==> src/rtl/write_reg_hazard_tracker.sv <==
// Write-side hazard tracker: decodes the ID-stage destination register, carries it
// through the EX/MEM/WB slots and raises Stall on read-after-write conflicts.
module write_reg_hazard_tracker #(
    parameter int FORWARDING = 0,
    parameter int CNT_WIDTH  = 16
) (
    input  logic                 Clk,
    input  logic                 Rst,
    input  logic [31:0]          Instruction,
    input  logic [4:0]           RegToRead1,
    input  logic [4:0]           RegToRead2,
    input  logic                 Flush,
    output logic                 Stall,
    output logic [4:0]           WriteRegID,
    output logic [4:0]           ExDest,
    output logic [4:0]           MemDest,
    output logic [4:0]           WbDest,
    output logic                 ExIsLoad,
    output logic [CNT_WIDTH-1:0] StallCount
);

    logic [5:0] op;
    logic [5:0] funct;
    logic       is_load;
    logic       ex_hit;
    logic       mem_hit;
    logic       hazard;

    assign op    = Instruction[31:26];
    assign funct = Instruction[5:0];

    always_comb begin
        WriteRegID = '0;
        is_load    = 1'b0;
        if (Instruction != '0) begin
            case (op)
                6'h00: begin
                    case (funct)
                        6'h20, 6'h22, 6'h24, 6'h25, 6'h26, 6'h27,
                        6'h00, 6'h02, 6'h2A: WriteRegID = Instruction[15:11];
                        default:             WriteRegID = '0;
                    endcase
                end
                6'h1C: begin
                    if (funct == 6'h02)
                        WriteRegID = Instruction[15:11];
                end
                6'h08, 6'h0A, 6'h0C, 6'h0D, 6'h0E: WriteRegID = Instruction[20:16];
                6'h23, 6'h21, 6'h20: begin
                    WriteRegID = Instruction[20:16];
                    is_load    = 1'b1;
                end
                6'h03:   WriteRegID = 5'd31;
                default: WriteRegID = '0;
            endcase
        end
    end

    // $zero is never a hazard source, so a zero read register never matches.
    assign ex_hit  = ((RegToRead1 != '0) && (RegToRead1 == ExDest)) ||
                     ((RegToRead2 != '0) && (RegToRead2 == ExDest));
    assign mem_hit = ((RegToRead1 != '0) && (RegToRead1 == MemDest)) ||
                     ((RegToRead2 != '0) && (RegToRead2 == MemDest));

    // WB is never checked: the register file writes in the first half-cycle.
    always_comb begin
        hazard = 1'b0;
        if (FORWARDING != 0)
            hazard = ExIsLoad && ex_hit;
        else
            hazard = ex_hit || mem_hit;
    end

    assign Stall = hazard && !Flush;

    always_ff @(posedge Clk or negedge Rst) begin
        if (!Rst) begin
            ExDest     <= '0;
            MemDest    <= '0;
            WbDest     <= '0;
            ExIsLoad   <= 1'b0;
            StallCount <= '0;
        end else begin
            WbDest  <= MemDest;
            MemDest <= ExDest;
            if (Stall || Flush) begin
                ExDest   <= '0;
                ExIsLoad <= 1'b0;
            end else begin
                ExDest   <= WriteRegID;
                ExIsLoad <= is_load;
            end
            if (Stall && (StallCount != '1))
                StallCount <= StallCount + CNT_WIDTH'(1);
        end
    end

endmodule

==> config.mk <==
export PLATFORM = sky130hd
export DESIGN_NAME = write_reg_hazard_tracker
export DESIGN_NICKNAME = d
export VERILOG_FILES = /design/src/rtl/write_reg_hazard_tracker.sv
export SDC_FILE = /design/constraint.sdc
export NUM_CORES = 1
export LEC_CHECK = 0
export CAP_MARGIN = 20
export CORE_ASPECT_RATIO = 0.8
export CORE_MARGIN = 1
export CORE_UTILIZATION = 42
export DETAILED_ROUTE_END_ITERATION = 10
export GPL_ROUTABILITY_DRIVEN = 0
export GPL_TIMING_DRIVEN = 0
export PLACE_DENSITY = 0.82
export SETUP_SLACK_MARGIN = 0.05
export SLEW_MARGIN = 20
export SYNTH_ARGS = -nofsm -noshare
export SYNTH_HDL_FRONTEND = slang
export SYNTH_SLANG_ARGS = --single-unit
==> constraint.sdc <==
create_clock -name Clk -period 3.4 [get_ports Clk]
set_input_delay 0.68 -clock Clk [delete_from_list [all_inputs] [get_ports Clk]]
set_output_delay 0.68 -clock Clk [all_outputs]
set_load 0.02 [all_outputs]
==> results of run 1 <==
[sequential cells by signal, summed over array words and instances (netlist names)]
signal,flops
ExDest,5
ExIsLoad,1
MemDest,5
WbDest,5
StallCount,16
[worst max path at each step]
stage / slack (ps) / cells past startpoint / endpoint
global route: 110 / 6 / WriteRegID[0]
detailed placement: -270 / 6 / WriteRegID[4]
global placement: -220 / 6 / WriteRegID[0]
floorplan: 920 / 4 / WriteRegID[0]
finish: 180 / 6 / WriteRegID[4]
CTS: 80 / 7 / Stall
[cell families (layout without fill, tap and decap cells)]
group                      after synthesis  count (layout)
buffers and inverters                    5              85
xor gates and xnor gates                35              35
adders and majority gates                1               1
muxes                                    1               1
and+or+nand+nor                         74              74
AOI/OAI and AO/OA                       15              15
DFF                                     32              32
[through the flow]
stage	total power [W]	area, um^2
after floorplan	0.000567	1750
after global placement	0.000708	2540
after detailed placement	0.000711	2530
after CTS	0.00107	2660
after global routing	0.00111	2650
final	0.00105	2650
[placed cells by master (no fill, tap or decap), types with 4 or more instances in the layout]
master	count
clkbuf_8	5
dlygate4sd2_1	5
xor2_1	30
dfrtp_1	32
a221o_1	5
nand2_1	15
nor2b_1	6
nor2_1	11
xnor2_1	5
clkdlybuf4s50_1	65
nand3_1	6
nor4_2	5
nor3_1	9
nor4_1	4
[cell type report]
type | instances | area, um^2
Buffer | 3 | 22.5
Clock buffer | 6 | 72.6
Clock inverter | 2 | 35.0
Fill cell | 324 | 1230
Inverter | 2 | 7.51
Multi-Input combinational cell | 126 | 940
Sequential cell | 32 | 801
Tap cell | 55 | 68.8
Timing Repair Buffer | 72 | 704
[power by group through the flow]
stage,combinational [W],clock [W],sequential [W]
final,0.000253,0.000350,0.000450
after CTS,0.000255,0.000362,0.000450
after global placement,0.000251,0,0.000456
after floorplan,0.0000791,0,0.000488
after detailed placement,0.000254,0,0.000456
after global routing,0.000274,0.000382,0.000455
[routing by layer]
| layer | wire length (um) | share of wire | GRT usage | vias to the layer above |
|---|---|---|---|---|
| li1 | - | - | - | 740 |
| met1 | 1960 | 0.48 | 0.282 | 711 |
| met2 | 1890 | 0.46 | 0.335 | 47 |
| met3 | 222 | 0.054 | 0.0658 | 4 |
| met4 | 50 | 0.012 | 0.0742 | 0 |
| met5 | 0 | 0 | 0 | - |
==> impl_summary.log, run 1 <==
[metrics] outcome: complete, no violations
[metrics] number of vias per cell after detailed routing: 5.04
[metrics] critical-path cell with the highest stage delay: clkdlybuf4s50_1
[metrics] GRT Total Usage: 0.214
[metrics] internal portion of total power: 0.000760 W
[metrics] cell taking the most area after synthesis: dfrtp_1
[metrics] share of synthesized cell area in and, or, nand and nor gates: 0.259
[metrics] top post-synthesis cells by area: dfrtp_1 (46%), xor2_1 (15%), nor4_2 (3.6%), nand2_1 (3.2%), a221o_1 (2.9%)
[metrics] buffer and inverter count on the worst path: 2
[metrics] antenna violation net count after detailed routing: 0
[metrics] net switching fraction of the power: 0.279
[metrics] initial standard-cell utilization of the core: 0.451
[metrics] largest clock skew in the final design: 2.50 ps
[metrics] Hold Path Class: in -> async
[metrics] Final min period: 3220 ps
[metrics] post-layout utilization of the core: 0.684
[metrics] number of nets in the synthesized netlist: 209
[metrics] Slowest Stage Delay on Critical Path: 460 ps
[metrics] maximum root-to-sink buffer count: 2
[metrics] number of DRC markers after the initial detailed-route iteration: 48
[metrics] wire length of the first global-routing pass: 6910 um
[metrics] number of buffers inserted during clock tree synthesis: 5
[metrics] most numerous cell types in the synthesized netlist: dfrtp_1 (32), xor2_1 (30), nand2_1 (15), nor2_1 (11), nor3_1 (10)
[metrics] relative area change from synthesis to final layout: 51.7%
[metrics] core footprint: 3880 um^2
[metrics] Cell variety after synth: 36
[metrics] non-filler instance count after layout: 298
[metrics] tightest slew margin relative to the limit: 0.548
[metrics] Core Rows: 20
[metrics] clock latency on the worst-skew pair: 280 ps
[metrics] Achievable Freq: 0.310 GHz
[metrics] RSZ-0062 raised after global routing: false
[metrics] share of power burned in the clock network: 0.333
[metrics] top-level port count: 83
[metrics] pre-CTS setup slack: -269 ps
[metrics] most common cell in the synthesized netlist: dfrtp_1
[metrics] data required time of the critical path: 2720 ps
[metrics] chip width: 74.1 um
[metrics] cell total after placement: 290
[metrics] number of endpoints with negative hold slack in the final report: 0
[metrics] CP endpoint kind: output pin
[metrics] final worst slack: 176 ps
[metrics] share of the clock period used by the worst path: 0.948
[metrics] drt first pass iters: 4
[metrics] final-report max-slew violation count: 0
[metrics] final-layout setup total negative slack: 0 ps
[metrics] sequential power share: 0.427
[metrics] slew of the pin with the lowest slew margin: 679 ps
[metrics] buffers inserted during post-CTS setup optimization: 0
[metrics] vias in the first global route: 1457
[metrics] clock slew at the register clock pins of the worst setup and hold paths: 60 ps
[metrics] cell at the root of the clock tree: clkbuf_8
[metrics] Primary FF master, synth: dfrtp_1
[metrics] startpoint kind of the worst setup timing path: input pin
[metrics] final hold slack: 437 ps
[metrics] biggest fanout along the worst timing path: 5
[metrics] combinational family with the most area after synthesis: simple AND/OR/NAND/NOR gates
[metrics] family with the most delay on the worst path: buffers and inverters
[metrics] hpwl dp: 3100 um
[metrics] clock tree from TritonCTS: done
[metrics] Total Routed Length: 4120 um
[metrics] hold-fix buffers at CTS: 0
[metrics] share of synthesized cell area in full adder, half adder and majority cells: 0.00716
[metrics] die outline height: 59.7 um
[metrics] Max-Cap Viols: 0
[metrics] number of buffers added on ports: 72
[metrics] largest net degree at the start of global routing: 33
[metrics] share of synthesized flip-flops with an asynchronous set or reset: 1.00
[metrics] ordered list of cells on the worst path: clkdlybuf4s50_1 > or3_1 > a21o_1 > a21oi_4 > a221o_1 > dlygate4sd2_1
[metrics] layout cell share with drive strength beyond 1: 0.103
[metrics] FF-to-FF path depth: 8
[metrics] netlist area before placement: 1750 um^2
[metrics] arrival time at the worst endpoint: 2540 ps
[metrics] H-tree levels: 2
[metrics] part of the power in combinational logic: 0.240
[metrics] post-synth top area share: 0.458
[metrics] antenna cell count: 0
[metrics] total number of vias: 1502
[metrics] Switch Pwr: 0.000294 W
[metrics] reg2reg setup slack: 1350 ps
[metrics] layout net count: 288
[metrics] maximum ir drop on the vdd rail: 0.246 mV
[metrics] Overflow after GRT: 0
[metrics] post-synthesis share of cell area spent on xor and xnor gates: 0.175
[metrics] share of synthesized area occupied by flip-flops and latches: 0.458
[metrics] CP startpoint: Instruction[28]
[metrics] Leakage Power: 1.16 nW
[metrics] DRC violations left: 0
[metrics] area enclosed by the die boundary: 4430 um^2
[metrics] Compound-Gate Fraction of Synth Area: 0.0766
[metrics] per-instance average area after synthesis: 10.7 um^2
[metrics] number of antenna violations at the first check in global routing: 0
[metrics] number of flops mapped to enable cells by yosys: 0
[metrics] count of yosys warnings during synthesis: 0
[metrics] Post-CTS Resized: 10
[metrics] CP Class: in -> out
[metrics] cell count after synthesis: 163
[metrics] TritonCTS Sinks: 32
[metrics] share of synthesized area spent on multiplexers: 0.00644
[metrics] synthesis-stage register bit count: 32
[metrics] number of setup violations in the final report: 0
[metrics] startpoint of the worst-slack reg-to-reg timing path: StallCount[0]
[metrics] reg-to-reg critical path endpoint: StallCount[1]
[metrics] average wire per standard cell: 13.8 um
[metrics] PwrDens: 397 nW/um^2
No activity file was read; power rests on OpenSTA's default activity.
==> inputs of run 2 (changes only) <==
- CORE_ASPECT_RATIO: 0.8 -> default
==> impl_summary.log, run 2 (synthesis gave the netlist of run 1 again) <==
[metrics] outcome: complete, no violations
[metrics] hold-fix buffers at CTS: 0
[metrics] antenna cell count: 0
[metrics] die outline height: 66.5 um
[metrics] Core Rows: 23
[metrics] hpwl dp: 3060 um
[metrics] family with the most delay on the worst path: buffers and inverters
[metrics] Hold Path Class: in -> async
[metrics] Leakage Power: 1.15 nW
[metrics] wire length of the first global-routing pass: 6910 um
[metrics] Slowest Stage Delay on Critical Path: 480 ps
[metrics] Final min period: 3240 ps
[metrics] commonest non-fill, non-tap cell in the layout: clkdlybuf4s50_1
[metrics] Total Routed Length: 4110 um
[metrics] maximum root-to-sink buffer count: 2
[metrics] CP Class: in -> out
[metrics] core footprint: 4000 um^2
[metrics] final-report max-slew violation count: 0
[metrics] chip width: 66.5 um
[metrics] sequential power share: 0.444
[metrics] layout filler cell count: 361
[metrics] clock tree from TritonCTS: done
[metrics] Switch Pwr: 0.000289 W
[metrics] drt first pass iters: 4
[metrics] PwrDens: 385 nW/um^2
[metrics] non-filler instance count after layout: 292
[metrics] cell at the root of the clock tree: clkbuf_8
[metrics] number of buffers inserted during clock tree synthesis: 5
[metrics] clock slew at the register clock pins of the worst setup and hold paths: 70 ps
[metrics] number of antenna violations at the first check in global routing: 0
[metrics] TritonCTS Sinks: 32
[metrics] number of DRC markers after the initial detailed-route iteration: 66
[metrics] GRT Total Usage: 0.209
[metrics] H-tree levels: 2
[metrics] tightest slew margin relative to the limit: 0.537
[metrics] CP endpoint kind: output pin
[metrics] part of the power in combinational logic: 0.249
[metrics] Overflow after GRT: 0
[metrics] cell total after placement: 285
[metrics] number of vias per cell after detailed routing: 5.22
[metrics] area enclosed by the die boundary: 4420 um^2
[metrics] share of power burned in the clock network: 0.307
[metrics] startpoint kind of the worst setup timing path: input pin
[metrics] layout net count: 288
[metrics] arrival time at the worst endpoint: 2560 ps
[metrics] vias in the first global route: 1544
[metrics] RSZ-0062 raised after global routing: false
[metrics] most flop-heavy register: StallCount
[metrics] largest net degree at the start of global routing: 33
[metrics] antenna violation net count after detailed routing: 0
[metrics] biggest fanout along the worst timing path: 5
[metrics] share of the clock period used by the worst path: 0.953
[metrics] Achievable Freq: 0.308 GHz
[metrics] ordered list of cells on the worst path: clkdlybuf4s50_1 > or3_1 > a21o_1 > a21oi_2 > a221o_1 > dlygate4sd2_1
[metrics] number of buffers added on ports: 72
[metrics] total number of vias: 1524
[metrics] layout cell share with drive strength beyond 1: 0.103
[metrics] leading cell types in the layout, fill and taps excluded: clkdlybuf4s50_1 (65), dfrtp_1 (32), xor2_1 (30), nand2_1 (15), nor2_1 (11)
[metrics] total design power: 0.00101 W
[metrics] data required time of the critical path: 2720 ps
[metrics] internal portion of total power: 0.000723 W
[metrics] clock latency on the worst-skew pair: 280 ps
[metrics] flip-flop count of the largest register, all copies and words added: 16
[metrics] average wire per standard cell: 14.1 um
[metrics] net switching fraction of the power: 0.285
[metrics] Max-Cap Viols: 0
[metrics] maximum ir drop on the vdd rail: 0.229 mV
[metrics] number of setup violations in the final report: 0
[metrics] number of endpoints with negative hold slack in the final report: 0
[metrics] largest clock skew in the final design: 9.56 ps
[metrics] initial standard-cell utilization of the core: 0.437
[metrics] relative area change from synthesis to final layout: 50.3%
[metrics] DRC violations left: 0
[metrics] buffer and inverter count on the worst path: 2
[metrics] top-level port count: 83
[metrics] critical-path cell with the highest stage delay: clkdlybuf4s50_1
[metrics] slew of the pin with the lowest slew margin: 694 ps
==> run 2: layer usage <==
layer  vias up  wire length, um  global-route usage
met5         -                0                   0
met2        53             2150               0.371
met4         0                0              0.0559
li1        743                -                   -
met1       728             1710               0.239
met3         0              247              0.0685
==> run 2: cell type report <==
cell class | count | area (um^2) | share of cell area
flip-flops and latches | 32 | 801 | 0.305
repair buffers | 72 | 706 | 0.269
multi-input cells | 126 | 932 | 0.355
inverters | 2 | 7.51 | 0.00286
clock buffers | 7 | 96.3 | 0.0367
plain buffers | 3 | 22.5 | 0.00857
well taps | 50 | 62.6 | 0.0238
==> run 2: final timing paths <==
check / from / to / slack [ps] / depth (start not counted)
max: Instruction[29] / WriteRegID[2] / 160 / 6
min: Rst / StallCount[9] / 440 / 1
max reg2reg: StallCount[0] / StallCount[1] / 1350 / 8
min reg2reg: ExDest[1] / MemDest[1] / 470 / 0
max in group asynchronous: Rst / MemDest[1] / 2510 / 1
min in group Clk: ExDest[1] / MemDest[1] / 470 / 0
==> run 2: per-stage QoR <==
step,cell area (um^2),TNS (ps),util,setup slack (ps),hold slack (ps)
after floorplan,1750,0,-,917,384
after global placement,2530,-1050,0.633,-192,448
after detailed placement,2530,-1110,0.632,-203,461
after CTS,2620,0,0.656,52.0,465
after global routing,2630,0,0.657,54.4,485
final,2630,0,0.657,158,436
==> run 2: power by group through the flow <==
stage	registers [W]	logic, W	clock network (W)
after floorplan	0.000488	0.0000791	0
after global placement	0.000454	0.000251	0
after detailed placement	0.000457	0.000254	0
after CTS	0.000450	0.000254	0.000320
after global routing	0.000455	0.000275	0.000338
final	0.000449	0.000252	0.000310
==> run 2: timing repair <==
action                                 4_1_cts  5_1_grt
setup endpoints to repair                    6        2
endpoints found under the hold margin        0        0
pin swaps                                    0        1
setup buffers                                0        0
gates resized for setup                      8        4
==> inputs of run 3 (changes only) <==
- PLACE_DENSITY: 0.82 -> 0.79
==> impl_summary.log, run 3 (synthesis gave the netlist of run 1 again) <==
[metrics] buffers inserted during post-CTS setup optimization: 0
[metrics] GRT Total Usage: 0.201
[metrics] layout filler cell count: 345
[metrics] DRC violations left: 0
[metrics] flip-flop count of the largest register, all copies and words added: 16
[metrics] CP Class: in -> out
[metrics] top-level port count: 83
[metrics] Max-Cap Viols: 0
[metrics] number of buffers inserted during clock tree synthesis: 5
[metrics] post-layout utilization of the core: 0.655
[metrics] total number of vias: 1539
[metrics] Core Rows: 23
[metrics] tightest slew margin relative to the limit: 0.543
[metrics] relative area change from synthesis to final layout: 49.9%
[metrics] reg2reg setup slack: 1340 ps
[metrics] final-report max-slew violation count: 0
[metrics] hpwl dp: 3060 um
[metrics] PwrDens: 382 nW/um^2
[metrics] die outline height: 66.5 um
[metrics] Hold Path Class: in -> async
[metrics] CP startpoint: Instruction[29]
[metrics] met2 routing resource usage after global routing: 0.334
[metrics] number of setup violations in the final report: 0
[metrics] largest net degree at the start of global routing: 33
[metrics] layout net count: 288
[metrics] Final min period: 3240 ps
[metrics] arrival time at the worst endpoint: 2560 ps
[metrics] footprint of the flip-flops and latches: 801 um^2
[metrics] vias in the first global route: 1453
[metrics] maximum root-to-sink buffer count: 2
[metrics] Switch Pwr: 0.000293 W
[metrics] wire length of the first global-routing pass: 6740 um
[metrics] most flop-heavy register: StallCount
[metrics] clock slew at the register clock pins of the worst setup and hold paths: 70 ps
[metrics] part of the power in combinational logic: 0.254
[metrics] largest clock skew in the final design: 8.88 ps
[metrics] layer with the highest usage: met2
[metrics] H-tree levels: 2
[metrics] share of the clock period used by the worst path: 0.953
[metrics] Leakage Power: 1.15 nW
[metrics] number of endpoints with negative hold slack in the final report: 0
[metrics] FF-to-FF path depth: 8
[metrics] leading cell types in the layout, fill and taps excluded: clkdlybuf4s50_1 (65), dfrtp_1 (32), xor2_1 (30), nand2_1 (15), nor2_1 (11)
[metrics] internal portion of total power: 0.000709 W
[metrics] number of buffers added on ports: 72
[metrics] chip width: 66.5 um
[metrics] final hold slack: 436 ps
[metrics] capture point of the worst path: WriteRegID[0]
[metrics] CP endpoint kind: output pin
[metrics] sequential power share: 0.450
[metrics] average wire per standard cell: 13.6 um
[metrics] RSZ-0062 raised after global routing: false
[metrics] startpoint kind of the worst setup timing path: input pin
[metrics] data required time of the critical path: 2720 ps
[metrics] drt first pass iters: 4
[metrics] antenna cell count: 0
[metrics] TritonCTS Sinks: 32
[metrics] slew of the pin with the lowest slew margin: 685 ps
[metrics] maximum ir drop on the vdd rail: 0.214 mV
[metrics] startpoint of the worst-slack reg-to-reg timing path: StallCount[0]
[metrics] number of DRC markers after the initial detailed-route iteration: 94
[metrics] share of power burned in the clock network: 0.296
[metrics] met3 usage in global routing: 0.0411
[metrics] outcome: complete, no violations
[metrics] Total Routed Length: 3990 um
[metrics] Achievable Freq: 0.309 GHz
[metrics] cell at the root of the clock tree: clkbuf_8
[metrics] met1 Usage GRT: 0.260
[metrics] clock tree from TritonCTS: done
[metrics] number of antenna violations at the first check in global routing: 0
[metrics] number of vias per cell after detailed routing: 5.25
[metrics] Multi-input gate area: 932 um^2
[metrics] core footprint: 4000 um^2
[metrics] Overflow after GRT: 0
[metrics] net switching fraction of the power: 0.292
[metrics] layout cell share with drive strength beyond 1: 0.0988
[metrics] biggest fanout along the worst timing path: 5
[metrics] reg-to-reg critical path endpoint: StallCount[1]
[metrics] commonest non-fill, non-tap cell in the layout: clkdlybuf4s50_1
[metrics] initial standard-cell utilization of the core: 0.437
[metrics] antenna violation net count after detailed routing: 0
[metrics] area enclosed by the die boundary: 4420 um^2
[metrics] clock latency on the worst-skew pair: 280 ps
run 3: repair_timing:
item,4_1_cts,5_1_grt
endpoints found under the setup margin,6,2
hold buffers,0,0
pin swaps,0,1
resized for setup,8,3
gates cloned,0,0
run 3: worst min path at each step:
stage | end | slack [ps] | cells after the start
6_report | StallCount[9] | 440 | 1
5_1_grt | StallCount[10] | 480 | 1
4_1_cts | StallCount[9] | 460 | 1
2_1_floorplan | ExDest[0] | 380 | 0
3_3_place_gp | WbDest[0] | 450 | 0
3_5_place_dp | WbDest[1] | 460 | 0
run 3: layout make-up:
class | count | area share
multi-input combinational | 126 | 0.356
sequential | 32 | 0.306
timing repair buffer | 72 | 0.269
clock buffer | 8 | 0.0344
tap | 50 | 0.0239
buffer | 3 | 0.00860
inverter | 2 | 0.00287
run 3: critical path: stages:
cell	delay, ps
clkdlybuf4s50_1	490
or3_1	440
a21o_1	190
a21oi_2	220
a221o_1	210
dlygate4sd2_1	330
run 3: power by group through the flow:
stage	sequential [W]	combinational, W	clock, W
after detailed placement	0.000457	0.000257	0
final	0.000450	0.000255	0.000296
after CTS	0.000451	0.000256	0.000308
after global routing	0.000455	0.000280	0.000322
after floorplan	0.000488	0.0000791	0
after global placement	0.000454	0.000251	0
run 3: per-stage QoR:
stage | instance area, um^2 | setup WS [ps] | cells | TNS [ps] | total power, W
final | 2620 | 159 | 293 | 0 | 0.00100
after global routing | 2620 | 69.1 | 293 | 0 | 0.00106
after CTS | 2620 | 64.9 | 293 | 0 | 0.00102
after detailed placement | 2530 | -206 | 285 | -1140 | 0.000715
after global placement | 2530 | -197 | 285 | -1080 | 0.000705
after floorplan | 1750 | 917 | 163 | 0 | 0.000567
run 3: metal layers:
metal | vias up | part of all wire
met5 | - | 0
met4 | 0 | 0.0085
met1 | 726 | 0.45
li1 | 753 | -
met3 | 5 | 0.053
met2 | 55 | 0.49
